--- config.mk ---
export PLATFORM = sky130hd
export DESIGN_NAME = reg_trace_monitor_flat
export DESIGN_NICKNAME = d
export VERILOG_FILES = /design/src/rtl/reg_trace_monitor_if.sv /design/src/rtl/reg_trace_monitor.sv /design/src/flat_wrapper.sv
export SDC_FILE = /design/constraint.sdc
export NUM_CORES = 2
export LEC_CHECK = 0
export CAP_MARGIN = 10
export CORE_UTILIZATION = 40
export DETAILED_ROUTE_END_ITERATION = 10
export PLACE_DENSITY = 0.59
export REMOVE_ABC_BUFFERS = 1
export SLEW_MARGIN = 10
export SYNTH_ARGS = -nofsm -noshare
export SYNTH_HDL_FRONTEND = slang
export SYNTH_SLANG_ARGS = --single-unit
--- constraint.sdc ---
create_clock -name clk -period 15.64 [get_ports clk]
set_clock_uncertainty 0.1 [all_clocks]
set_input_delay 4.692 -clock clk [delete_from_list [all_inputs] [get_ports clk]]
set_output_delay 4.692 -clock clk [all_outputs]
set_load 0.05 [all_outputs]
--- src/rtl/reg_trace_monitor_if.sv ---
// ---------------------------------------------------------------------------
// reg_trace_monitor_if
// Record stream carrying trace records out of reg_trace_monitor.
// Signals:
//   rec_valid  head record available (producer -> consumer)
//   rec_ready  consumer accepts head record (consumer -> producer)
//   rec_cycle  cycle stamp of head record
//   rec_idx    register number of head record, 1..10
//   rec_value  register value of head record
// Modports: master = record producer (the monitor), slave = record consumer.
// ---------------------------------------------------------------------------
interface reg_trace_monitor_if;
    logic        rec_valid;
    logic        rec_ready;
    logic [31:0] rec_cycle;
    logic [3:0]  rec_idx;
    logic [31:0] rec_value;

    modport master (
        output rec_valid,
        output rec_cycle,
        output rec_idx,
        output rec_value,
        input  rec_ready
    );

    modport slave (
        input  rec_valid,
        input  rec_cycle,
        input  rec_idx,
        input  rec_value,
        output rec_ready
    );
endinterface

--- src/rtl/reg_trace_monitor.sv ---
// ---------------------------------------------------------------------------
// reg_trace_monitor
// Watches ten 32-bit CPU register taps and emits one time-stamped record
// {cycle, register number, value} per observed change through a show-ahead
// record FIFO. A register that changes again while its previous change is
// still waiting to be queued is coalesced: the latest value wins and the
// sticky overflow flag is raised.
//
// Parameters:
//   DEPTH      record FIFO entries (power of two, 4..64)
// Ports:
//   clk        sole clock, rising edge
//   reset      synchronous active-high reset
//   taps       10 x 32-bit taps, tap i = taps[32*i+31:32*i] = reg(i+1)
//   rec        record stream (master modport of reg_trace_monitor_if)
//   overflow   sticky: at least one change was coalesced
//   drop_cnt   16-bit saturating coalesced-change count
//              (only when RTM_DROP_CNT_EN is defined)
// Build option:
//   RTM_DROP_CNT_EN  adds the drop_cnt port and its counter.
// ---------------------------------------------------------------------------
module reg_trace_monitor #(
    parameter int DEPTH = 16
) (
    input  logic                 clk,
    input  logic                 reset,
    input  logic [319:0]         taps,
    reg_trace_monitor_if.master  rec,
    output logic                 overflow
`ifdef RTM_DROP_CNT_EN
    ,
    output logic [15:0]          drop_cnt
`endif
);

    localparam int NREG = 10;
    localparam int AW   = $clog2(DEPTH);
    localparam int CW   = AW + 1;
    localparam int RW   = 32 + 4 + 32;

    // Global state
    logic [31:0]   cnt_reg;
    logic          prime_reg;
    logic [AW-1:0] wr_ptr_reg;
    logic [AW-1:0] rd_ptr_reg;
    logic [CW-1:0] count_reg;
    logic          overflow_reg;

    // Record storage: written by the issuer, head read asynchronously so the
    // FIFO can present its head in the same cycle it becomes non-empty.
    logic [RW-1:0] mem [DEPTH];

    // Per-register views gathered from the generate block
    logic [NREG-1:0] pend_vec;
    logic [NREG-1:0] drop_vec;
    logic [31:0]     stamp_arr [NREG];
    logic [31:0]     val_arr   [NREG];

    logic [3:0]    issue_idx;
    logic          issue_en;
    logic [RW-1:0] push_data;
    logic [RW-1:0] head;
    logic          show_valid;
    logic          pop;

    // Lowest-index pending register wins the issue slot.
    always_comb begin
        issue_idx = '0;
        for (int i = NREG - 1; i >= 0; i--) begin
            if (pend_vec[i]) begin
                issue_idx = 4'(i);
            end
        end
    end

    // Occupancy is taken at the start of the cycle, so a pop in the same
    // cycle never makes room for a push into a full FIFO.
    assign issue_en  = (pend_vec != '0) && (count_reg < CW'(DEPTH));
    assign push_data = {stamp_arr[issue_idx], issue_idx + 4'd1, val_arr[issue_idx]};

    genvar gi;
    generate
        for (gi = 0; gi < NREG; gi++) begin : g_tap
            logic [31:0] tap_val;
            logic [31:0] prev_reg;
            logic        pend_reg;
            logic [31:0] stamp_reg;
            logic [31:0] val_reg;
            logic        change;
            logic        hit;

            assign tap_val = taps[32*gi +: 32];
            // The first cycle after reset only primes prev_reg.
            assign change  = !prime_reg && (tap_val != prev_reg);
            assign hit     = issue_en && (issue_idx == 4'(gi));
            // A change that lands on the register being issued this cycle
            // is simply re-armed, not a coalesce.
            assign drop_vec[gi]  = change && pend_reg && !hit;
            assign pend_vec[gi]  = pend_reg;
            assign stamp_arr[gi] = stamp_reg;
            assign val_arr[gi]   = val_reg;

            always_ff @(posedge clk) begin
                prev_reg <= tap_val;
                if (reset) begin
                    pend_reg  <= 1'b0;
                    stamp_reg <= '0;
                    val_reg   <= '0;
                end else if (change) begin
                    // Set wins over the issue clear; the issued record has
                    // already taken the old stamp/value.
                    pend_reg  <= 1'b1;
                    stamp_reg <= cnt_reg;
                    val_reg   <= tap_val;
                end else if (hit) begin
                    pend_reg  <= 1'b0;
                end
            end
        end
    endgenerate

    always_ff @(posedge clk) begin
        if (issue_en) begin
            mem[wr_ptr_reg] <= push_data;
        end
    end

    always_ff @(posedge clk) begin
        if (reset) begin
            cnt_reg      <= '0;
            prime_reg    <= 1'b1;
            wr_ptr_reg   <= '0;
            rd_ptr_reg   <= '0;
            count_reg    <= '0;
            overflow_reg <= 1'b0;
        end else begin
            cnt_reg   <= cnt_reg + 32'd1;
            prime_reg <= 1'b0;
            if (issue_en) begin
                wr_ptr_reg <= wr_ptr_reg + AW'(1);
            end
            if (pop) begin
                rd_ptr_reg <= rd_ptr_reg + AW'(1);
            end
            case ({issue_en, pop})
                2'b10:   count_reg <= count_reg + CW'(1);
                2'b01:   count_reg <= count_reg - CW'(1);
                default: count_reg <= count_reg;
            endcase
            if (drop_vec != '0) begin
                overflow_reg <= 1'b1;
            end
        end
    end

`ifdef RTM_DROP_CNT_EN
    // Several registers may coalesce in the same cycle; each one counts.
    logic [15:0] drop_reg;
    logic [3:0]  drop_num;
    logic [16:0] drop_sum;

    always_comb begin
        drop_num = '0;
        for (int i = 0; i < NREG; i++) begin
            drop_num = drop_num + 4'(drop_vec[i]);
        end
        drop_sum = {1'b0, drop_reg} + 17'(drop_num);
    end

    always_ff @(posedge clk) begin
        if (reset) begin
            drop_reg <= '0;
        end else begin
            drop_reg <= drop_sum[16] ? 16'hFFFF : drop_sum[15:0];
        end
    end

    assign drop_cnt = reset ? 16'h0000 : drop_reg;
`endif

    // Outputs read as zero while empty or while reset is held.
    assign head       = mem[rd_ptr_reg];
    assign show_valid = (count_reg != '0) && !reset;
    assign pop        = show_valid && rec.rec_ready;

    assign rec.rec_valid = show_valid;
    assign rec.rec_cycle = show_valid ? head[67:36] : 32'h0;
    assign rec.rec_idx   = show_valid ? head[35:32] : 4'h0;
    assign rec.rec_value = show_valid ? head[31:0]  : 32'h0;
    assign overflow      = overflow_reg && !reset;

endmodule

--- src/flat_wrapper.sv ---
// flat-port wrapper written by rule: the top's interface ports become plain ports
module reg_trace_monitor_flat 
#(
    parameter int DEPTH = 16
)
  (clk, reset, taps, overflow, rec_rec_valid, rec_rec_cycle, rec_rec_idx, rec_rec_value, rec_rec_ready);
  reg_trace_monitor_if rec_i ();
  input  logic clk;
  input  logic reset;
  input  logic [319:0] taps;
  output logic overflow;
  output wire logic [$bits(rec_i.rec_valid)-1:0] rec_rec_valid;
  output wire logic [$bits(rec_i.rec_cycle)-1:0] rec_rec_cycle;
  output wire logic [$bits(rec_i.rec_idx)-1:0] rec_rec_idx;
  output wire logic [$bits(rec_i.rec_value)-1:0] rec_rec_value;
  input wire logic [$bits(rec_i.rec_ready)-1:0] rec_rec_ready;
  assign rec_rec_valid = rec_i.rec_valid;
  assign rec_rec_cycle = rec_i.rec_cycle;
  assign rec_rec_idx = rec_i.rec_idx;
  assign rec_rec_value = rec_i.rec_value;
  assign rec_i.rec_ready = rec_rec_ready;
  reg_trace_monitor #(.DEPTH(DEPTH)) u_core (.clk(clk), .reset(reset), .taps(taps), .rec(rec_i), .overflow(overflow));
endmodule
# == Word-level counts from Yosys, hierarchy flattened ==
# Memories as Yosys holds them, arrays and structs flattened. A register that Yosys moved wholly into a read port is not among the register bits.
# Cells that the tools add are included.
# word_totals
reg_bits,1017
latch_bits,0
ram_bits,1088
rom_bits,0
input_bits,323
output_inout_bits,70
word_cells,193
mem_count,1
# classes
n_addsub,6
multipliers,0
div_mod_pow,0
order_cmp,2
eq_ne,21
shift,0
mux,45
bitwise_logic,1
reduce_logical,71
# mem_list
name,depth,width,read_ports,rd_ports_with_merged_regs,wr,line_no,text
u_core.mem,16,68,1,1,1,reg_trace_monitor.sv:51,logic [RW-1:0] mem [DEPTH];
# ops
op,count
!= test 32 bit,10
binary-select mux 32 bit (select 4 bit),2
two-way mux 32 bit,6
two-way mux 4 bit,13
logical AND 1 bit,44
"adder 32 x 1 -> 32 bit, second input constant",1
two-way mux 1 bit,23
nonzero test 2 bit,11
nonzero test 10 bit,2
"== test 4 x 3 -> 1 bit, second input constant",4
"adder 4 x 1 -> 4 bit, second input constant",3
zero test 1 bit,12
one-hot mux 5 bit (2 select lines),1
"== test 4 x 2 -> 1 bit, second input constant",2
"== test 4 bit, second input constant",2
"adder 5 x 1 -> 5 bit, second input constant",1
">= comparator 5 bit, second input constant",1
"less-than comparator 5 bit, second input constant",1
NOT 4 -> 5 bit,1
nonzero test 5 bit,1
"subtractor 5 x 1 -> 5 bit, second input constant",1
"== test 4 x 1 -> 1 bit, second input constant",1
zero test 4 bit,1
"== test 2 x 1 -> 1 bit, second input constant",1
"== test 2 bit, second input constant",1

# == Depth between registers and ports, before layout ==
# logic_depth
word_depth,15
depth_mapped,14
depth_no_buf,13

# == Worst setup path before layout ==
# No wires, ideal clock.
# synth_path
kind,in2out
from,input port reset
to,output port rec_rec_cycle[22]
arrival_time_ns,6.240
t_required_ns,10.848
slack_ns,4.608
cell_stages,4
path_buffers,2
path_cell_list,clkbuf_1 -> a21oi_1 -> clkbuf_1 -> and2_1
# synth_via
elab_chain_cells,3
# synth_rtl
item,line_no,text
start: declaration,flat_wrapper.sv:9,input logic reset;
zero test 1 bit,reg_trace_monitor.sv:183,assign show_valid = (count_reg != '0) && !reset;
logical AND 1 bit,reg_trace_monitor.sv:183,
named net rec_rec_valid,flat_wrapper.sv:12,output wire logic [$bits(rec_i.rec_valid)-1:0] rec_rec_valid;
two-way mux 32 bit,reg_trace_monitor.sv:187,assign rec.rec_cycle = show_valid ? head[67:36] : 32'h0;
end: declaration,flat_wrapper.sv:13,output wire logic [$bits(rec_i.rec_cycle)-1:0] rec_rec_cycle;
# The timed path passes the listed nets, and every way through them passes these cells.

# == Worst setup path in the final report ==
# layout_path
from,input port reset
to,output port rec_rec_cycle[8]
# layout_via
elab_chain_cells,3
# layout_rtl
item,line_no
zero test 1 bit,reg_trace_monitor.sv:183
logical AND 1 bit,reg_trace_monitor.sv:183
two-way mux 32 bit,reg_trace_monitor.sv:187
# No other way between the ends.

==> reports/qor.csv <==
metric,value,unit
place.gp.congestion,0.846,
cap_viol_max_count,0,
drive_above_1_share,0.138,
drt_first_pass_iters,7,
grt_max_degree,252,
wirelength,230000,microns
min_period,11.74,ns
num_vias,48200,
numCtsBuffers,212,
netlist_area,82200,sq um
antenna_found_initial,80,
hold_buffers,0,
hpwlAfterDp,140000,microns
largest_reg_flops,1088,
worst_pin_slew,1.30,ns
final_util,0.473,
rsz0062_at_grt,no,
overflow,0,
cts_setup_buffers,0,
synth_edf_count,1088,
clockBufferDepth,3,
dp_slack,3.87,ns
yosysSeqAreaShare,0.646,
end_kind,output pin,
worstSetupStartpoint,reset,
grt_use_total,0.218,
die_area,207000,sq um
grt_pass1_vias,47700,
synth_flop_cell,edfxtp_1,
max-slew-margin-rel,0.134,
layout_commonest_cell,edfxtp_1,
stdcell_count,9040,
ys_async_sr_fraction,0,
ctsRootBufferMaster,clkbuf_16,
regMostFlops,u_core.mem,
htree_num_levels,4,
fmax,0.0852,GHz
cts_sinks,2109,
synth.avg_cell_area,14.3,sq um
dp_cells,8616,
total_power,13.4,mW
cp_max_fo,87,
p_leak,34.8,nW
drc,0,
ys_types,50,
worstSetupPathType,primary input to output pin,
regToRegSetupSlack,11.10,ns
status,completed,
r2r-start,u_core.g_tap[4].pend_reg,
timing.final.ws_setup,3.90,ns
drt_iter0_drc,3892,
layout_common_cells,"edfxtp_1, nor2_1, dfxtp_1",
dpl_cell_area,89400,sq um
fp-row-count,166,
dieHeight,455,microns
core_area,204000,sq um
hold_start,u_core.g_tap[0].stamp_reg[13],
die_w,455,microns
irDropWorstVdd,0.113,mV
fin_area,96600,sq um
nets,6488,
cts_tree,yes,
viasPerCell,5.34,
synthesis.instances,5767,
holdWs,0.388,ns
io_buffers,392,
setup_viol,0,
crit_required,10.85,ns
postRouteAntennaNets,0,
syn_to_final_growth,17.5,%
worstSkewPairLatency,0.86,ns
cp.arrival,6.94,ns
initial_core_util,0.402,
crit_path_start_kind,primary input,
ys.warnings.count,0,
maxSlewViolCount,0,
hold_path.class,register to register,
cts_resized,0,
fin_crit_sh,0.750,
grt_pass1_wl,331000,microns
io_pins,393,
hold_violations,0,
routedWlPerCell,25.4,microns
ys_ff_latch,2109,
fin_setup_tns,0,ns
power.density,138,nW/um^2
clkTransAtPathRegs,0.06,ns
-- layout make-up --
type / count / area, sq um
inverter: 19 / 78.8
clock buffer: 293 / 6050
antenna: 24 / 60.1
multi-input combinational: 3261 / 27700
fill: 17800 / 108000
clock inverter: 99 / 1070
timing repair buffer: 547 / 5170
sequential: 2109 / 53100
tap: 2688 / 3360
-- routing by layer --
metal	wire, microns	vias to the layer above	GRT usage	share of wire
li1	-	21900	-	-
met1	100000	24600	0.298	0.44
met2	111000	1319	0.356	0.48
met3	12500	394	0.0415	0.054
met4	5450	68	0.0580	0.024
met5	435	-	0	0.0019
-- report_power, final --
group	switching [mW]	internal (mW)
combinational	1.17	0.731
clock	2.16	2.98
sequential	0.0937	6.22
-- Yosys cell counts, types with 2 or more instances --
cell | n | area (sq um)
ha_1 | 14 | 175
nor2_1 | 1089 | 4090
clkbuf_1 | 209 | 785
buf_2 | 128 | 641
nand2_1 | 20 | 75.1
buf_6 | 9 | 101
mux4_2 | 340 | 7660
inv_1 | 17 | 63.8
and3_1 | 8 | 50.1
a21oi_1 | 33 | 165
nor3_1 | 7 | 35.0
xnor2_1 | 330 | 2890
buf_4 | 6 | 45.0
inv_2 | 2 | 7.51
or3_1 | 5 | 31.3
xor2_1 | 27 | 236
nor4_4 | 2 | 42.5
mux2i_1 | 833 | 8340
o211ai_1 | 190 | 1430
o21ai_0 | 13 | 65.1
nand3_1 | 140 | 701
dfxtp_1 | 1021 | 20400
o31ai_1 | 2 | 15.0
nand4_1 | 85 | 532
and2_1 | 70 | 438
nand2b_1 | 7 | 43.8
buf_1 | 26 | 97.6
mux2_2 | 2 | 22.5
edfxtp_1 | 1088 | 32700
nor4_1 | 21 | 131
nor2b_1 | 2 | 12.5
a21o_1 | 3 | 22.5
-- path summary, 6_finish.rpt --
path                                    to  depth (start not counted)
max                       rec_rec_cycle[8]                          5
min          u_core.g_tap[0].stamp_reg[13]                          2
max reg2reg             u_core.mem[12][19]                         10
min reg2reg  u_core.g_tap[0].stamp_reg[13]                          2
-- critical path, cell delays in order --
cell and delay, ns:
buf_8 0.22, a21oi_4 0.21, buf_4 0.63, and2_1 0.24
clkdlybuf4s50_1 0.80
-- cells by family after synthesis --
family,synth area share
AOI/OAI and AO/OA,0.0218
and+or+nand+nor,0.0759
adders and majority gates,0.00237
muxes,0.195
buffers and inverters,0.0212
xor gates and xnor gates,0.0380
DFF,0.646
Power figures use the tool's default switching activity.
